**src/rtl/tge_txs_snap_ctrl.sv**
```systemverilog
// Purpose : gbe1 TX snapshot capture controller - arm, wait for trigger, write a 2^ADDR_WIDTH burst to BRAM.
// Latency : one cycle from a qualifying sample to its BRAM write; one cycle from state/count change to status_out.
// Backpres: none; samples offered while not capturing, or without qualification, are dropped.
//
// Ports:
//   user_clk, user_rst          clock, synchronous active-high reset
//   ctrl_in[0]=arm, [1]=sw_trig_mode, [2]=force_we; upper bits unused
//   trig_in                     external trigger, level sampled
//   din / din_valid             TX sample and qualifier
//   bram_addr/bram_din/bram_we  BRAM write port
//   status_out                  {done, capturing, armed, 0..., count}
module tge_txs_snap_ctrl #(
    parameter int ADDR_WIDTH = 10,
    parameter int DATA_WIDTH = 64
) (
    input  logic                  user_clk,
    input  logic                  user_rst,
    input  logic [31:0]           ctrl_in,
    input  logic                  trig_in,
    input  logic [DATA_WIDTH-1:0] din,
    input  logic                  din_valid,
    output logic [ADDR_WIDTH-1:0] bram_addr,
    output logic [DATA_WIDTH-1:0] bram_din,
    output logic                  bram_we,
    output logic [31:0]           status_out
);

    typedef enum logic [1:0] {
        IDLE    = 2'd0,
        ARMED   = 2'd1,
        CAPTURE = 2'd2,
        DONE    = 2'd3
    } state_t;

    localparam logic [ADDR_WIDTH:0] LAST_ADDR = {1'b0, {ADDR_WIDTH{1'b1}}};

    state_t                state;
    logic   [ADDR_WIDTH:0] count;
    logic                  arm_q;
    logic                  arm_rise;
    logic                  qual;
    logic                  trig_hit;
    logic                  wr_en;
    logic                  ctrl_unused;

    // Upper control bits are reserved by the software register map.
    assign ctrl_unused = ^ctrl_in[31:3];

    assign arm_rise = ctrl_in[0] & ~arm_q;
    assign qual     = din_valid | ctrl_in[2];
    assign trig_hit = ctrl_in[1] | trig_in;

    // An arm edge always wins: the sample in that cycle is discarded even
    // if a trigger is present.
    always_comb begin
        wr_en = 1'b0;
        if (!arm_rise) begin
            case (state)
                ARMED:   wr_en = trig_hit & qual;
                CAPTURE: wr_en = qual;
                default: wr_en = 1'b0;
            endcase
        end
    end

    always_ff @(posedge user_clk) begin
        if (user_rst) begin
            // arm_q starts high so an arm bit already set at reset release
            // is not mistaken for a fresh software edge.
            arm_q      <= 1'b1;
            state      <= IDLE;
            count      <= '0;
            bram_we    <= 1'b0;
            bram_addr  <= '0;
            bram_din   <= '0;
            status_out <= '0;
        end else begin
            arm_q   <= ctrl_in[0];
            bram_we <= wr_en;

            // Status reflects the state/count as they stood before this edge.
            status_out <= {state == DONE, state == CAPTURE, state == ARMED,
                           {(28 - ADDR_WIDTH){1'b0}}, count};

            if (wr_en) begin
                bram_addr <= count[ADDR_WIDTH-1:0];
                bram_din  <= din;
                count     <= count + 1'b1;
            end

            if (arm_rise) begin
                state <= ARMED;
                count <= '0;
            end else begin
                case (state)
                    ARMED: begin
                        if (trig_hit) begin
                            state <= CAPTURE;
                        end
                    end
                    CAPTURE: begin
                        // Last address written: stop here, no wrap.
                        if (wr_en && count == LAST_ADDR) begin
                            state <= DONE;
                        end
                    end
                    default: state <= state;
                endcase
            end
        end
    end

endmodule

```
**config.mk**
```make
export PLATFORM = sky130hd
export DESIGN_NAME = tge_txs_snap_ctrl
export DESIGN_NICKNAME = d
export VERILOG_FILES = /design/src/rtl/tge_txs_snap_ctrl.sv
export SDC_FILE = /design/constraint.sdc
export NUM_CORES = 1
export LEC_CHECK = 0
export CORE_MARGIN = 3
export CORE_UTILIZATION = 35
export CTS_BUF_LIST = sky130_fd_sc_hd__clkbuf_16
export DETAILED_ROUTE_END_ITERATION = 6
export GPL_ROUTABILITY_DRIVEN = 0
export GPL_TIMING_DRIVEN = 1
export PLACE_DENSITY_LB_ADDON = 0.1
export SLEW_MARGIN = 10
export SYNTH_ARGS = -nofsm -noshare
export SYNTH_HDL_FRONTEND = slang
export SYNTH_SLANG_ARGS = --single-unit
```
**constraint.sdc**
```tcl
create_clock -name user_clk -period 2 [get_ports user_clk]
set_clock_uncertainty 0.05 [all_clocks]
set_input_delay 0.4 -clock user_clk [delete_from_list [all_inputs] [get_ports user_clk]]
set_output_delay 0.4 -clock user_clk [all_outputs]
set_load 0.005 [all_outputs]
```
# After elaboration in Yosys (flattened, before gate mapping)
# Index checks and enable logic that the tools add are counted.
[totals]
input_bits = 100
out_inout_bits = 107
wordCells = 35
regBits = 121
[op_classes]
muxes = 6
n_reduce_logical = 6
eq_ne = 8
bitwise_logic = 5
add_sub_neg = 1
[ops]
columns = ["operator", "count"]
rows = [
  ["11-bit by 1-bit adder with 11-bit output (second input constant)", 1],
  ["11-bit by 10-bit equality test with 1-bit output (second input constant)", 1],
  ["3-bit AND reduction", 2],
  ["2-bit equality test (second input constant)", 2],
  ["2-bit 2-to-1 mux", 2],
  ["2-bit one-hot mux with 2 select lines", 1],
  ["3-bit by 2-bit inequality test with 1-bit output (second input constant)", 1],
  ["3-bit inequality test (second input constant)", 1],
  ["3-bit nonzero test", 1],
  ["1-bit bitwise AND", 2],
  ["2-bit by 1-bit equality test with 1-bit output (second input constant)", 1],
  ["1-bit 2-to-1 mux", 2],
  ["2-bit by 1-bit inequality test with 1-bit output (second input constant)", 1],
  ["2-bit inequality test (second input constant)", 1],
  ["1-bit OR", 2],
  ["1-bit one-hot mux with 2 select lines", 1],
  ["2-bit nonzero test", 1],
  ["2-bit OR reduction", 1],
  ["1-bit logical AND", 1],
  ["1-bit NOT", 1],
]

# Logic depth before layout (Yosys ltp)
[logic_depth]
word_depth = 8
ltp_mapped = 9
mapped_depth_nobuf = 6

# Worst setup path before layout
# OpenSTA, ideal clock, no wires.
[synth_timing]
path_kind = "register to register"
startpoint = "register state[1]"
endpoint = "register count[7]"
arrival_time_ps = 1750
stages_incl_launch_ff = 9
setup_time_ps = 132
period_less_slack_ps = 1932
n_path_buf = 2
slack_ps = 68
required_ps = 1818
cell_sequence = "dfxtp_1 > inv_1 > ha_1 > o21ai_2 > a2111o_1 > buf_2 > clkbuf_1 > o41ai_1 > a21oi_1"
[synth_between]
elab_chain_len = 3
word_cells_on_any_way = 4
cone_classes = "eq/ne: 2; mux: 2"
[synth_rtl]
columns = ["element", "line", "source"]
rows = [
  ["start: declaration", "37", "state_t state;"],
  ["start signal: assignment", "107", "default: state <= state;"],
  ["2-bit equality test / 2-bit by 1-bit equality test with 1-bit output (equally long branches)", "58", "case (state)"],
  ["1-bit one-hot mux with 2 select lines (*)", "58", ""],
  ["1-bit 2-to-1 mux (*)", "57", "if (!arm_rise) begin"],
  ["end signal: assignment", "88", "count <= count + 1'b1;"],
  ["end: declaration", "38", "logic [ADDR_WIDTH:0] count;"],
]
# Every way passes the cells marked *; elsewhere a longest branch is shown, timed or not.
# A chain may end at the register's enable or synchronous reset.

# Final worst setup path
[layout_timing]
startpoint = "input ctrl_in[0]"
endpoint = "register count[10]"
[layout_between]
elab_chain_len = 2
word_cells_on_any_way = 3
cone_classes = "mux: 1; bitwise: 1; reduce/logical: 1"
[layout_rtl]
columns = ["element", "line", "source"]
rows = [
  ["start: declaration", "18", "input logic [31:0] ctrl_in,"],
  ["1-bit bitwise AND (*)", "49", "assign arm_rise = ctrl_in[0] & ~arm_q;"],
  ["1-bit 2-to-1 mux / 2-bit OR reduction (equally long branches)", "--", ""],
]
# Marked as above.

==> flow_results.org <==
** Status
- The flow ran to the end, and the final reports show no timing, DRC or antenna violations.

** STA
- Measured against its own limit, the worst slew margin works out to 57.5%.
- Final setup vio count :: 0
- The max-slew violation count is 0.
- Post-route clock period utilization :: a little over nine tenths
- Transition time of the tightest slew-check pin :: 0.637 ns
- Setup repair after global routing left no endpoint under its margin.
- Counting I/O delays and the setup requirement, the final critical path takes 1.95 ns.
- Hold Fails Final Rpt :: 0
- Setup total negative slack on the finished layout was measured at 0 ns.
- For this run, the top clock speed supported by timing is 514 MHz.

** Clock network
- H-tree lvl count :: 3
- Worst-skew pair later-pin latency :: between 0.3 and 0.4 ns
- Clock slew at reported path FFs :: around 0.060 ns
- Maximum buffer depth of the clock tree :: 2
- TritonCTS clock tree :: done
- Clock tree sinks :: a little over 100
- Clock tree synthesis inserted a total of 9 buffers.
- Buffer type at the clock tree root :: sky130_fd_sc_hd__clkbuf_16
- Number of buffers added to fix hold violations after cts :: 0

** Floorplanning
- The die is between 100 and 150 µm wide.
- Row count :: 37
- 207 I/O pins were placed.
- Measured along the y axis, the die boundary spans 110 µm.
- Starting density of the core :: 36.3%
- The core region is roughly 0.010 mm².
- Area enclosed by the die boundary :: 0.0121 mm²

** Global route
- GRT Util Overall :: between 15 and 20%
- The first global-routing pass estimated 15700 µm of wire.
- The via count of the first global-routing pass came to 3395.
- Congestion Overflow GR :: 0
- Entering global routing, the biggest net connects 63 pins.
- Number of antenna violations at the first check in global routing :: 0

** Synthesis
- Synth Warn # :: 0
- Among all flip-flop cells after synthesis, the most frequent one is sky130_fd_sc_hd__dfxtp_1.
- Area contributors post-synth :: sky130_fd_sc_hd__dfxtp_1 (54%), sky130_fd_sc_hd__nand2_1 (15%), sky130_fd_sc_hd__a21oi_1 (11%), sky130_fd_sc_hd__buf_4 (3.6%), sky130_fd_sc_hd__clkbuf_1 (2.1%)
- Counting flops and latches in the post-synthesis netlist gives 103.
- The share of synthesized area in the top cell type comes to 54.5%.
- After synthesis the cells add up to 0.00378 mm².
- The largest total area in the synthesized netlist belongs to sky130_fd_sc_hd__dfxtp_1.
- In this run, synthesis inferred 0 flip-flops with an integrated enable.
- Post-Syn Area per Cell :: roughly 8.3 µm²
- Yosys mapped the design onto 34 distinct sky130hd cell types.
- Synth async-reset ratio :: 0%
- Gate Count Post-Synth :: approximately 460
- Portion of the post-synthesis area used by sequential elements :: 54.5%

** Power and ir drop
- Maximum vdd drop :: 0.444 mV
- Summed over all cells, the static leakage comes to 0.00201 µW.
- Ratio of total power to cell area :: 672 mW/mm²

** Worst setup path
- The cell family contributing the most delay on the critical path is simple AND/OR/NAND/NOR gates.
- STA classifies the critical path endpoint as a register.
- Critical Path Source :: ctrl_in[0]
- Total buffers and inverters traversed by the critical path :: 1
- The worst setup path is of the in2reg kind.
- CP max stage delay :: around 0.53 ns
- At the worst endpoint, the arrival time is roughly 2.2 ns.
- The worst register-to-register path begins at state[0]$_SDFFE_PP0P_.
- STA classifies the critical path startpoint as an input pin.
- For the worst setup path, the data required time is ~2.2 ns.
- The signal on the critical path passes through clkdlybuf4s50_1, nor2b_2, a2111o_2, or4_1, a21oi_1.
- Maximum fanout along the worst path :: 7
- Worst-path cell with the longest stage delay :: sky130_fd_sc_hd__a2111o_2

** Final layout
- Fill cells in the final layout number 969.
- Fin util :: 56.5%
- Most common cell after layout, fill and taps aside :: sky130_fd_sc_hd__clkdlybuf4s50_1
- Register Area :: 0.00206 mm²
- The count of cells in the finished layout, fillers not included, comes to about 760.
- Compared with the post-synthesis result, the final layout area differs by 55.5%.
- For this run, the post-layout net count is 726.
- Diodes inserted :: 0
- The top cell types in the final layout, fill and taps aside, are sky130_fd_sc_hd__clkdlybuf4s50_1 (158), sky130_fd_sc_hd__nand2_1 (155), sky130_fd_sc_hd__dfxtp_1 (101).
- In the final layout, the share of cells above drive strength 1 is around 8.8%.
- Multi-input logic area :: 0.00153 mm²

** Hold path
- The tightest min-delay check is of the in2reg type.
- Min-delay src :: user_rst

** Detailed routing
- After detailed routing, the number of remaining DRC violations is 0.
- First-pass DRT Iterations :: 4
- Average wire per cell in the routed design :: 13.1 µm
- DR vias :: 3506
- In this run the remaining antenna-violating nets after routing total 0.
- After detailed routing, the number of vias per cell comes to 4.60.
- The detailed router finished its first iteration with 127 violations.
- Total wire length :: 9960 µm

** Placed design
- The wire-length estimate of the detail-placed layout is 7120 µm.
- Placed insts :: around 740
- Port bufs :: 159

** Job
- The tool flagged a number of max-cap violations equal to 0.
-- what timing repair did --
| action | CTS | global route |
|---|---|---|
| setup buffers | 0 | 3 |
| resized for setup | 0 | 10 |
| setup endpoints to repair | 0 | 78 |
-- cell families (layout without fill, tap and decap cells) --
kind of cell | after synthesis | in the layout | synth area share (%)
adders and majority gates | 4 | 4 | 1.32
and+or+nand+nor | 198 | 198 | 22.1
buffers and inverters | 52 | 203 | 7.21
AOI/OAI and AO/OA | 99 | 99 | 14.6
other | 1 | 18 | 0.0991
DFF | 103 | 103 | 54.5
xor gates and xnor gates | 1 | 1 | 0.232
-- per-layer routing --
metal  GRT usage [%]  share of wire [%]  wire length (µm)  vias up
met5               0                  0                 0        -
met4            4.72                1.4               142        0
met3            6.06                9.5               942       12
met2            28.1                 48              4780      113
met1            18.6                 41              4100     1596
li1                -                  -                 -     1785
-- cells in the mapped netlist (2+ instances only) --
cell,count
sky130_fd_sc_hd__nor2b_1,12
sky130_fd_sc_hd__dfxtp_1,103
sky130_fd_sc_hd__nand4_1,3
sky130_fd_sc_hd__nand4b_1,2
sky130_fd_sc_hd__o21ai_0,5
sky130_fd_sc_hd__nor2_1,10
sky130_fd_sc_hd__or2_2,2
sky130_fd_sc_hd__buf_2,8
sky130_fd_sc_hd__inv_1,5
sky130_fd_sc_hd__or3_1,4
sky130_fd_sc_hd__nand3_1,3
sky130_fd_sc_hd__a21oi_1,85
sky130_fd_sc_hd__clkbuf_1,21
sky130_fd_sc_hd__nand2_1,155
sky130_fd_sc_hd__buf_4,18
sky130_fd_sc_hd__ha_1,4
-- layout make-up --
cell class | instances | share of cell area (%)
clock inverter | 6 | 0.638
tap | 136 | 2.89
sequential | 103 | 35.1
multi-input combinational | 320 | 26.1
inverter | 5 | 0.319
clock buffer | 9 | 3.83
timing repair buffer | 183 | 31.2
-- stage by stage --
stage / instance area, µm² / power [µW] / hold slack [ns] / setup WS [ns]
global placement: 5560 / 2420 / 0.392 / -0.308
floorplan: 3850 / 2240 / 0.402 / 0.0681
CTS: 5830 / 4010 / 0.289 / 0.00309
global route: 5880 / 4120 / 0.294 / 0.00350
detailed placement: 5560 / 2430 / 0.397 / -0.327
finish: 5880 / 3950 / 0.296 / 0.0527
-- registers in the layout (all words and copies together) (netlist names) --
signal      flops
bram_we         1
bram_din       64
state           2
count          11
status_out     14
bram_addr      10
arm_q           1
-- final timing paths --
check	depth (start not counted)	slack, ns	end
worst max-delay path	5	0.05	count[10]$_SDFFE_PP0P_
worst min-delay path	2	0.30	state[0]$_SDFFE_PP0P_
worst max register to register	6	0.06	count[10]$_SDFFE_PP0P_
worst min register to register	2	0.40	bram_din[11]$_SDFFE_PP0P_
-- where the power goes --
| part | total [µW] | internal [µW] | switching (µW) | leakage, µW |
|---|---|---|---|---|
| combinational | 304 | 187 | 117 | 0.00106 |
| sequential | 2080 | 2070 | 10.1 | 0.000831 |
| clock | 1570 | 832 | 736 | 0.000125 |
No activity file was read; power rests on OpenSTA's default activity.
